--- config.mk ---
export PLATFORM = sky130hd
export DESIGN_NAME = remote_comm
export DESIGN_NICKNAME = d
export VERILOG_FILES = /design/src/rtl/remote_comm.sv
export SDC_FILE = /design/constraint.sdc
export NUM_CORES = 1
export LEC_CHECK = 0
export ABC_AREA = 1
export CORE_ASPECT_RATIO = 1.5
export CORE_MARGIN = 10
export CORE_UTILIZATION = 52
export CTS_CLUSTER_DIAMETER = 50
export DETAILED_ROUTE_END_ITERATION = 8
export GPL_ROUTABILITY_DRIVEN = 1
export PLACE_DENSITY = 0.74
export SYNTH_ARGS = -nofsm -noshare
export SYNTH_HDL_FRONTEND = slang
export SYNTH_SLANG_ARGS = --single-unit
--- constraint.sdc ---
create_clock -name clk -period 2.62 [get_ports clk]
set_clock_uncertainty 0.15 [all_clocks]
set_input_delay 0.786 -clock clk [delete_from_list [all_inputs] [get_ports clk]]
set_output_delay 0.786 -clock clk [all_outputs]
set_load 0.005 [all_outputs]
--- src/rtl/remote_comm.sv ---
// Host-side UART command sender / response receiver for the knight robot (8N1, LSB first).
// Optional framing-error reporting via the REMOTE_COMM_FRM_ERR_EN macro (adds frm_err).
module remote_comm #(
    parameter int unsigned BAUD_DIV = 2604
) (
    input  logic        clk,
    input  logic        rst,
    input  logic        RX,
    output logic        TX,
    input  logic [15:0] cmd,
    input  logic        send_cmd,
    output logic        cmd_sent,
    output logic [7:0]  resp,
    output logic        resp_rdy,
`ifdef REMOTE_COMM_FRM_ERR_EN
    output logic        frm_err,
`endif
    input  logic        clr_rx_rdy
);

    localparam int unsigned CntW = $clog2(BAUD_DIV);
    localparam logic [CntW-1:0] BaudMax = CntW'(BAUD_DIV - 1);
    localparam logic [CntW-1:0] HalfDiv = CntW'(BAUD_DIV / 2);

    // ---------------------------------------------------------------- sender
    typedef enum logic [1:0] {TxIdle, TxHi, TxLo} tx_state_e;

    tx_state_e       tx_state_q, tx_state_d;
    logic [7:0]      cmd_lo_q, cmd_lo_d;
    logic [9:0]      tx_shift_q, tx_shift_d;
    logic [CntW-1:0] tx_baud_q, tx_baud_d;
    logic [3:0]      tx_bit_q, tx_bit_d;
    logic            tx_q, tx_d;
    logic            cmd_sent_q, cmd_sent_d;

    always_ff @(posedge clk or posedge rst) begin
        if (rst) begin
            tx_state_q <= TxIdle;
            cmd_lo_q   <= '0;
            tx_shift_q <= '1;
            tx_baud_q  <= '0;
            tx_bit_q   <= '0;
            tx_q       <= 1'b1;
            cmd_sent_q <= 1'b0;
        end else begin
            tx_state_q <= tx_state_d;
            cmd_lo_q   <= cmd_lo_d;
            tx_shift_q <= tx_shift_d;
            tx_baud_q  <= tx_baud_d;
            tx_bit_q   <= tx_bit_d;
            tx_q       <= tx_d;
            cmd_sent_q <= cmd_sent_d;
        end
    end

    always_comb begin
        tx_state_d = tx_state_q;
        cmd_lo_d   = cmd_lo_q;
        tx_shift_d = tx_shift_q;
        tx_baud_d  = tx_baud_q;
        tx_bit_d   = tx_bit_q;
        tx_d       = tx_q;
        cmd_sent_d = cmd_sent_q;
        case (tx_state_q)
            TxIdle: begin
                tx_d = 1'b1;
                if (send_cmd) begin
                    // High byte goes straight into the shifter; only the low byte waits.
                    cmd_lo_d   = cmd[7:0];
                    cmd_sent_d = 1'b0;
                    tx_shift_d = {1'b1, cmd[15:8], 1'b0};
                    tx_baud_d  = '0;
                    tx_bit_d   = '0;
                    tx_d       = 1'b0;
                    tx_state_d = TxHi;
                end
            end
            TxHi, TxLo: begin
                if (tx_baud_q == BaudMax) begin
                    tx_baud_d = '0;
                    if (tx_bit_q == 4'd9) begin
                        if (tx_state_q == TxHi) begin
                            tx_shift_d = {1'b1, cmd_lo_q, 1'b0};
                            tx_bit_d   = '0;
                            tx_d       = 1'b0;
                            tx_state_d = TxLo;
                        end else begin
                            cmd_sent_d = 1'b1;
                            tx_d       = 1'b1;
                            tx_state_d = TxIdle;
                        end
                    end else begin
                        tx_bit_d   = tx_bit_q + 4'd1;
                        tx_shift_d = {1'b1, tx_shift_q[9:1]};
                        tx_d       = tx_shift_q[1];
                    end
                end else begin
                    tx_baud_d = tx_baud_q + 1'b1;
                end
            end
            default: tx_state_d = TxIdle;
        endcase
    end

    assign TX       = tx_q;
    assign cmd_sent = cmd_sent_q;

    // -------------------------------------------------------------- receiver
    typedef enum logic [1:0] {RxIdle, RxStart, RxData, RxStop} rx_state_e;

    rx_state_e       rx_state_q, rx_state_d;
    logic            rx_meta_q, rx_sync_q, rx_prev_q;
    logic [CntW-1:0] rx_cnt_q, rx_cnt_d;
    logic [2:0]      rx_bit_q, rx_bit_d;
    logic [7:0]      rx_shift_q, rx_shift_d;
    logic [7:0]      resp_q, resp_d;
    logic            resp_rdy_q, resp_rdy_d;
    logic            rx_done;
    logic            byte_ok;

    always_ff @(posedge clk or posedge rst) begin
        if (rst) begin
            rx_meta_q  <= 1'b1;
            rx_sync_q  <= 1'b1;
            rx_prev_q  <= 1'b1;
            rx_state_q <= RxIdle;
            rx_cnt_q   <= '0;
            rx_bit_q   <= '0;
            rx_shift_q <= '0;
            resp_q     <= '0;
            resp_rdy_q <= 1'b0;
        end else begin
            rx_meta_q  <= RX;
            rx_sync_q  <= rx_meta_q;
            rx_prev_q  <= rx_sync_q;
            rx_state_q <= rx_state_d;
            rx_cnt_q   <= rx_cnt_d;
            rx_bit_q   <= rx_bit_d;
            rx_shift_q <= rx_shift_d;
            resp_q     <= resp_d;
            resp_rdy_q <= resp_rdy_d;
        end
    end

    always_comb begin
        rx_state_d = rx_state_q;
        rx_cnt_d   = rx_cnt_q;
        rx_bit_d   = rx_bit_q;
        rx_shift_d = rx_shift_q;
        rx_done    = 1'b0;
        case (rx_state_q)
            RxIdle: begin
                if (rx_prev_q && !rx_sync_q) begin
                    rx_state_d = RxStart;
                    rx_cnt_d   = HalfDiv;
                end
            end
            RxStart: begin
                if (rx_cnt_q == '0) begin
                    // Line high again at mid start bit: a glitch, not a frame.
                    if (rx_sync_q) begin
                        rx_state_d = RxIdle;
                    end else begin
                        rx_state_d = RxData;
                        rx_cnt_d   = BaudMax;
                        rx_bit_d   = '0;
                    end
                end else begin
                    rx_cnt_d = rx_cnt_q - 1'b1;
                end
            end
            RxData: begin
                if (rx_cnt_q == '0) begin
                    rx_shift_d = {rx_sync_q, rx_shift_q[7:1]};
                    rx_cnt_d   = BaudMax;
                    if (rx_bit_q == 3'd7) begin
                        rx_state_d = RxStop;
                    end else begin
                        rx_bit_d = rx_bit_q + 3'd1;
                    end
                end else begin
                    rx_cnt_d = rx_cnt_q - 1'b1;
                end
            end
            RxStop: begin
                if (rx_cnt_q == '0) begin
                    rx_done    = 1'b1;
                    rx_state_d = RxIdle;
                end else begin
                    rx_cnt_d = rx_cnt_q - 1'b1;
                end
            end
            default: rx_state_d = RxIdle;
        endcase
    end

`ifdef REMOTE_COMM_FRM_ERR_EN
    logic frm_err_q, frm_err_d;

    // rx_sync_q holds the stop-bit sample in the rx_done cycle.
    assign byte_ok = rx_done && rx_sync_q;

    always_comb begin
        frm_err_d = frm_err_q;
        if (clr_rx_rdy) frm_err_d = 1'b0;
        if (rx_done)    frm_err_d = !rx_sync_q;
    end

    always_ff @(posedge clk or posedge rst) begin
        if (rst) frm_err_q <= 1'b0;
        else     frm_err_q <= frm_err_d;
    end

    assign frm_err = frm_err_q;
`else
    assign byte_ok = rx_done;
`endif

    always_comb begin
        resp_d     = byte_ok ? rx_shift_q : resp_q;
        resp_rdy_d = byte_ok | (resp_rdy_q & ~clr_rx_rdy);
    end

    assign resp     = resp_q;
    assign resp_rdy = resp_rdy_q;

endmodule

==> run_results.csv, run 1 <==
group,metric,value,unit
timing,final-hold-violation-count,0,
setup_path,ff2ff_setup_slack,640,ps
synth,netlist_area,3861,µm²
drt,drt_iter0_drc,170,
synth,synth_xor_area_share,1.815,%
synth,synthSimpleGateAreaFrac,25.50,%
floorplan,core_area,7227,µm²
timing,fin_tns_setup,0,ps
floorplan,die_h,125.5,µm
synth,netlist_top_cells_count,"135 x nand2_1, 61 x dfrtp_1, 61 x inv_1",
drt,vias,3219,
floorplan,die_area,11340,µm²
synth,synth_top_family_by_area,"simple AND/OR/NAND/NOR gates",
global_route,grt_pass1_wl,14230,µm
power_and_ir_drop,p_int,0.002804,W
synth,synth-edff-count,0,
finish,stdcell_count,637,
drt,route.detailed.drc,0,
finish,drive_gt1_share,9.125,%
synth,postSynthCellCount,494,
synth,ys_seq_area_share,47.70,%
synth,synthFlopType,"dfrtp_1",
placed_design,numPortBuffers,31,
finish,fin_nets,566,
drt,dr.pass1.iters,4,
clock_tree,hold_buffers,0,
clock_tree,htree_levels,3,
power_and_ir_drop,seq_power_share,35.6,%
timing,report.final.slew_viol_count,0,
floorplan,die_width,90.36,µm
global_route,overflow,0,
clock_tree,ctsResizeCount,0,
finish,n_antenna_cell,0,
power_and_ir_drop,switching_power,0.001906,W
setup_path,cp_cell_sequence,"clkdlybuf4s50_1",
global_route,grt_max_degree,37,
synth,ys_types,28,
setup_path,critical_path_class,"reg -> out",
setup_path,cp-endpoint,"TX",
job,cap_violations,0,
setup_path,r2r_cells,7,
setup_path,crit_slowest_cell,"dfstp_2",
power_and_ir_drop,ir_worst_vdd,0.5928,mV
global_route,first_global_vias,3197,
synth,synth_most_common_cell,"nand2_1",
setup_path,r2r-end,"tx_bit_q[1]$_DFFE_PP0P_",
timing,rsz0062_at_grt,"false",
drt,vias_per_cell,5.053,
setup_path,worstPathArrival,1380,ps
synth,async_flop_share,100.0,%
clock_tree,clock_path_buffers,2,
timing,finalSetupViolations,0,
placed_design,place.gp.congestion,0.8943,
power_and_ir_drop,leakagePower,2.176,nW
floorplan,ios,32,
clock_tree,clock-root-buffer,"clkbuf_8",
power_and_ir_drop,p_sw_share,40.47,%
clock_tree,cts_buffers,9,
setup_path,max_stage_delay,530,ps
synth,syn_nets,528,
clock_tree,cts_tree,"built",
drt,totalWireLength,8052,µm
timing,max_clock_freq,432.6,MHz
setup_path,path_max_fanout,2,
setup_path,cp.required,1680,ps
synth,synth_area_leader_cell,"dfrtp_1",
drt,ant_nets,0,
timing,finalCritPeriodShare,88.23,%
clock_tree,clkSinkCount,73,
power_and_ir_drop,powerDensity,1035,nW/µm²
global_route,globalRouteTotalUtil,14.96,%
worst_hold_path,worstHoldStart,"rx_meta_q$_DFF_PP1_",
timing,maxSlewHeadroom,70.93,%
setup_path,crit_path_start_kind,"flip-flop",
power_and_ir_drop,combPwrFrac,41.8,%
synth,synth.top_cell.area_share,39.53,%
synth,synth-seq-cells,73,
clock_tree,clkTransAtPathRegs,80,ps
setup_path,startpoint,"TX$_DFFE_PP1P_",
setup_path,crit_cells,1,
setup_path,crit_family,"flip-flops",
synth,yosys_warnings,0,
timing,layout_min_cycle_time,2312,ps
synth,ys_top_cells_by_area,"dfrtp_1 40%, nand2_1 13%, dfstp_2 8.2%",
floorplan,row_count,38,
timing,worst_pin_slew,435.0,ps
synth,synth_compound_area_share,11.92,%
power_and_ir_drop,clock_power_share,22.5,%
placed_design,dp_hpwl,6035,µm
drt,wl_per_cell,12.64,µm
global_route,antenna_found_initial,0,
placed_design,place_inst,621,
floorplan,initial_utilization,53.43,%
synth,syn_area_per_cell,7.816,µm²
outcome,status,"completed",
worst_hold_path,hold_path.class,"reg -> reg",
setup_path,crit_buf_inv,1,
clock_tree,cts_setup_buffers,0,
clock_tree,clock_latency,350,ps
setup_path,rr_startpoint,"tx_bit_q[0]$_DFFE_PP0P_",
setup_path,setup.worst_path.end_class,"output pin",
finish,area_delta_synth_final,17.92,%
synth,yosys.area_share.adder,4.213,%
synth,synthMuxAreaShare,1.458,%
-- cell type report --
cell class / instances / area (µm²)
Fill cell: 644 / 2674
Sequential cell: 73 / 1842
Multi-Input combinational cell: 349 / 1734
Timing Repair Buffer: 35 / 365.4
Inverter: 64 / 244.0
Tap cell: 100 / 125.1
Clock buffer: 9 / 123.9
Clock inverter: 7 / 118.9
-- routing by layer --
layer | vias up | GRT usage, % | wire, µm
li1 | 1646 | - | -
met2 | 49 | 25.60 | 4067
met4 | 0 | 7.895 | 184
met5 | - | 0 | 0
met3 | 16 | 2.695 | 213
met1 | 1508 | 17.38 | 3587
-- registers in the layout (all words and copies together), names as in the netlist, 2 cells and up, named ones only --
name	count
resp	8
tx_bit_q	4
tx_baud_q	12
tx_state_q	2
tx_shift_q	8
rx_bit_q	3
rx_cnt_q	12
rx_shift_q	8
cmd_lo_q	8
-- logic make-up (layout without fill, tap and decap cells) --
| logic type | count (synthesis) | in the layout |
|---|---|---|
| XOR/XNOR | 8 | 8 |
| adder cells (fa/ha/maj) | 13 | 13 |
| AO/OA/AOI/OAI | 82 | 82 |
| flip-flops | 73 | 73 |
| AND/OR/NAND/NOR | 241 | 241 |
| multiplexers | 5 | 5 |
| buffers and inverters | 72 | 115 |
-- power groups by stage --
| stage | registers, W | logic [W] | clock network (W) |
|---|---|---|---|
| 5_1_grt | 0.00172 | 0.00227 | 0.00113 |
| 4_1_cts | 0.00167 | 0.00198 | 0.00109 |
| 6_report | 0.00168 | 0.00197 | 0.00106 |
| 2_1_floorplan | 0.00164 | 0.00156 | 0 |
| 3_3_place_gp | 0.00168 | 0.00191 | 0 |
| 3_5_place_dp | 0.00169 | 0.00196 | 0 |
-- worst min path at each step --
stage                                endpoint  depth (start not counted)
after floorplan           rx_sync_q$_DFF_PP1_                          0
after global placement    rx_sync_q$_DFF_PP1_                          0
after detailed placement  rx_sync_q$_DFF_PP1_                          0
final                     rx_sync_q$_DFF_PP1_                          0
after global routing      rx_sync_q$_DFF_PP1_                          0
after CTS                 rx_sync_q$_DFF_PP1_                          0
-- cells in the final DEF, fill, tap and decap left out, types with 3 or more instances in the layout --
cell,netlist,routed
nand2_1,135,135
dfrtp_1,61,61
inv_1,61,60
nor2_1,59,59
o21ai_0,43,43
clkdlybuf4s50_1,0,31
nand3_1,28,28
o21ai_1,13,13
a21oi_1,13,13
ha_1,13,13
dfstp_2,12,12
clkbuf_8,0,9
xor2_1,8,8
nor3_1,7,7
o21a_1,7,7
nand4_1,5,5
mux2_2,5,5
o21bai_1,4,4
inv_2,3,3
clkinvlp_4,0,3
bufinv_16,0,3
-- stage by stage --
stage          area, µm²  util, %  setup slack, ps  total power, W  hold WS, ps
2_1_floorplan       3865        -            767.4        0.003202        195.2
3_3_place_gp        4310    59.64            277.8        0.003597        198.2
3_5_place_dp        4310    59.64            235.7        0.003656        197.5
4_1_cts             4553    63.00            281.3        0.004741        213.2
5_1_grt             4553    63.00            269.9        0.005119        216.8
6_report            4553    63.00            308.5        0.004711        209.8
Power figures use the tool's default switching activity.
==> inputs of run 2 (changes only) <==
Settings changed: HOLD_SLACK_MARGIN from default to 0.06.
==> results of run 2 <==
Same layout as run 1: the final DEF is identical, and so are final timing and power.
==> inputs of run 3 (changes only) <==
Settings changed: CORE_UTILIZATION 52 to 51, PLACE_DENSITY 0.74 to 0.72.
==> run 3 against run 2 <==
Routed wire length fell by 0.27%; worst setup slack got worse by 2.0 ps; sequential share of layout area rose by 0.43 points; via count fell by 2.8%; non-clock buffer count did not move; die area rose by 1.6%; combinational power barely moved; cell area fell by 1.0%; cell count did not move; sequential power barely moved; first-iteration DRC count fell by 14%; critical endpoint unchanged; largest power group unchanged.
==> run_results.csv, run 3 (synthesis results as in run 1) <==
group,metric,value,unit
power_and_ir_drop,p_sw_share,40.98,%
power_and_ir_drop,ir_worst_vdd,0.6152,mV
drt,drt_iter0_drc,147,
clock_tree,hold_buffers,0,
global_route,first_global_vias,3037,
floorplan,core_area,7322,µm²
drt,vias_per_cell,4.914,
drt,totalWireLength,8030,µm
timing,report.final.slew_viol_count,0,
finish,reg_top3,"rx_cnt_q: 12 flops, tx_baud_q: 12 flops",
drt,wl_per_cell,12.61,µm
power_and_ir_drop,switching_power,0.001866,W
drt,vias,3130,
global_route,antenna_found_initial,0,
clock_tree,clkSinkCount,73,
drt,ant_nets,0,
power_and_ir_drop,p_int,0.002688,W
power_and_ir_drop,powerDensity,1011,nW/µm²
power_and_ir_drop,combPwrFrac,43.0,%
setup_path,ff2ff_setup_slack,550,ps
setup_path,setup.worst_path.end_class,"output pin",
clock_tree,cts_tree,"built",
timing,maxSlewHeadroom,70.92,%
finish,final_common_cell,"nand2_1",
finish,drive_gt1_share,8.752,%
floorplan,die_h,126.6,µm
finish,multi_input_area,1734,µm²
power_and_ir_drop,leakagePower,2.164,nW
floorplan,initial_utilization,52.73,%
finish,fin_nets,566,
placed_design,numPortBuffers,31,
drt,dr.pass1.iters,4,
worst_hold_path,hold_path.class,"reg -> reg",
clock_tree,cts_setup_buffers,0,
placed_design,place_inst,621,
timing,layout_min_cycle_time,2314,ps
floorplan,row_count,38,
timing,finalSetupViolations,0,
clock_tree,ctsResizeCount,0,
outcome,status,"completed",
finish,stdcell_count,637,
clock_tree,cts_buffers,9,
setup_path,crit_path_start_kind,"flip-flop",
global_route,globalRouteTotalUtil,14.58,%
timing,finalCritPeriodShare,88.30,%
timing,fin_tns_setup,0,ps
clock_tree,clock_path_buffers,2,
floorplan,ios,32,
timing,holdWs,208.6,ps
setup_path,path_max_fanout,2,
setup_path,worstPathArrival,1380,ps
setup_path,cp_cell_sequence,"clkdlybuf4s50_1",
setup_path,crit_slowest_cell,"dfstp_2",
finish,area_delta_synth_final,16.69,%
setup_path,max_stage_delay,530,ps
timing,setup_slack,306.5,ps
placed_design,place.gp.congestion,0.9353,
placed_design,dp_slack,217.7,ps
clock_tree,clock-root-buffer,"clkbuf_8",
timing,max_clock_freq,432.2,MHz
setup_path,critical_path_class,"reg -> out",
finish,num-fill-cells,674,
job,cap_violations,0,
power_and_ir_drop,clock_power_share,20.1,%
clock_tree,clkTransAtPathRegs,70,ps
timing,final-hold-violation-count,0,
clock_tree,htree_levels,3,
timing,worst_pin_slew,435.1,ps
global_route,grt_max_degree,74,
power_and_ir_drop,seq_power_share,36.9,%
setup_path,crit_family,"flip-flops",
floorplan,die_area,11520,µm²
global_route,overflow,0,
global_route,grt_pass1_wl,13810,µm
setup_path,cp.required,1680,ps
finish,seqCellArea,1842,µm²
drt,route.detailed.drc,0,
floorplan,die_width,91.05,µm
timing,rsz0062_at_grt,"false",
setup_path,crit_buf_inv,1,
clock_tree,clock_latency,360,ps
finish,n_antenna_cell,0,
placed_design,dp_hpwl,5879,µm
finish,most-common-layout-cells,"135 x nand2_1, 61 x dfrtp_1, 60 x inv_1, 59 x nor2_1, 43 x o21ai_0",
## run 3: cell count changes in the layout (fill, tap and decap cells not counted)
cell / before / now
clkbuf_8: 9 / 12
bufinv_16: 3 / 1
clkbuf_1: 0 / 2
clkinvlp_4: 3 / 1
buf_12: 2 / 1
buf_4: 2 / 3
clkinv_4: 1 / 0
## run 3: power groups by stage
stage	Sequential (W)	Clock, W	Combinational, W
2_1_floorplan	0.00164	0	0.00156
3_3_place_gp	0.00168	0	0.00191
3_5_place_dp	0.00169	0	0.00196
4_1_cts	0.00168	0.000942	0.00197
5_1_grt	0.00172	0.000991	0.00225
6_report	0.00168	0.000916	0.00196
## run 3: final cells by class
class / instances / share of cell area [%]
inverter: 64 / 5.415
tap: 100 / 2.777
sequential: 73 / 40.88
clock buffer: 14 / 3.832
clock inverter: 2 / 0.7776
timing repair buffer: 35 / 7.831
multi-input combinational: 349 / 38.49
## run 3: metrics by stage
step	area, µm²	power, W	util, %
2_1_floorplan	3865	0.003202	-
3_3_place_gp	4298	0.003593	58.70
3_5_place_dp	4298	0.003652	58.70
4_1_cts	4506	0.004586	61.53
5_1_grt	4506	0.004963	61.53
6_report	4506	0.004554	61.53
## run 3: worst paths after layout
check	startpoint	end	cells after the start
worst max register to register	tx_bit_q[0]$_DFFE_PP0P_	tx_bit_q[1]$_DFFE_PP0P_	8
worst max-delay path	TX$_DFFE_PP1P_	TX	1
min in group asynchronous	rst	tx_state_q[0]$_DFFE_PP0P_	3
worst min register to register	rx_meta_q$_DFF_PP1_	rx_sync_q$_DFF_PP1_	0
worst min-delay path	rx_meta_q$_DFF_PP1_	rx_sync_q$_DFF_PP1_	0
max in group asynchronous	rst	tx_shift_q[6]$_DFFE_PP1P_	3
## run 3: metal layers
| layer | up-vias | wire [µm] | global-route usage (%) |
|---|---|---|---|
| met5 | - | 0 | 0 |
| met4 | 0 | 181 | 7.401 |
| met3 | 15 | 317 | 4.073 |
| met2 | 46 | 3969 | 24.39 |
| met1 | 1427 | 3561 | 16.64 |
| li1 | 1642 | - | - |
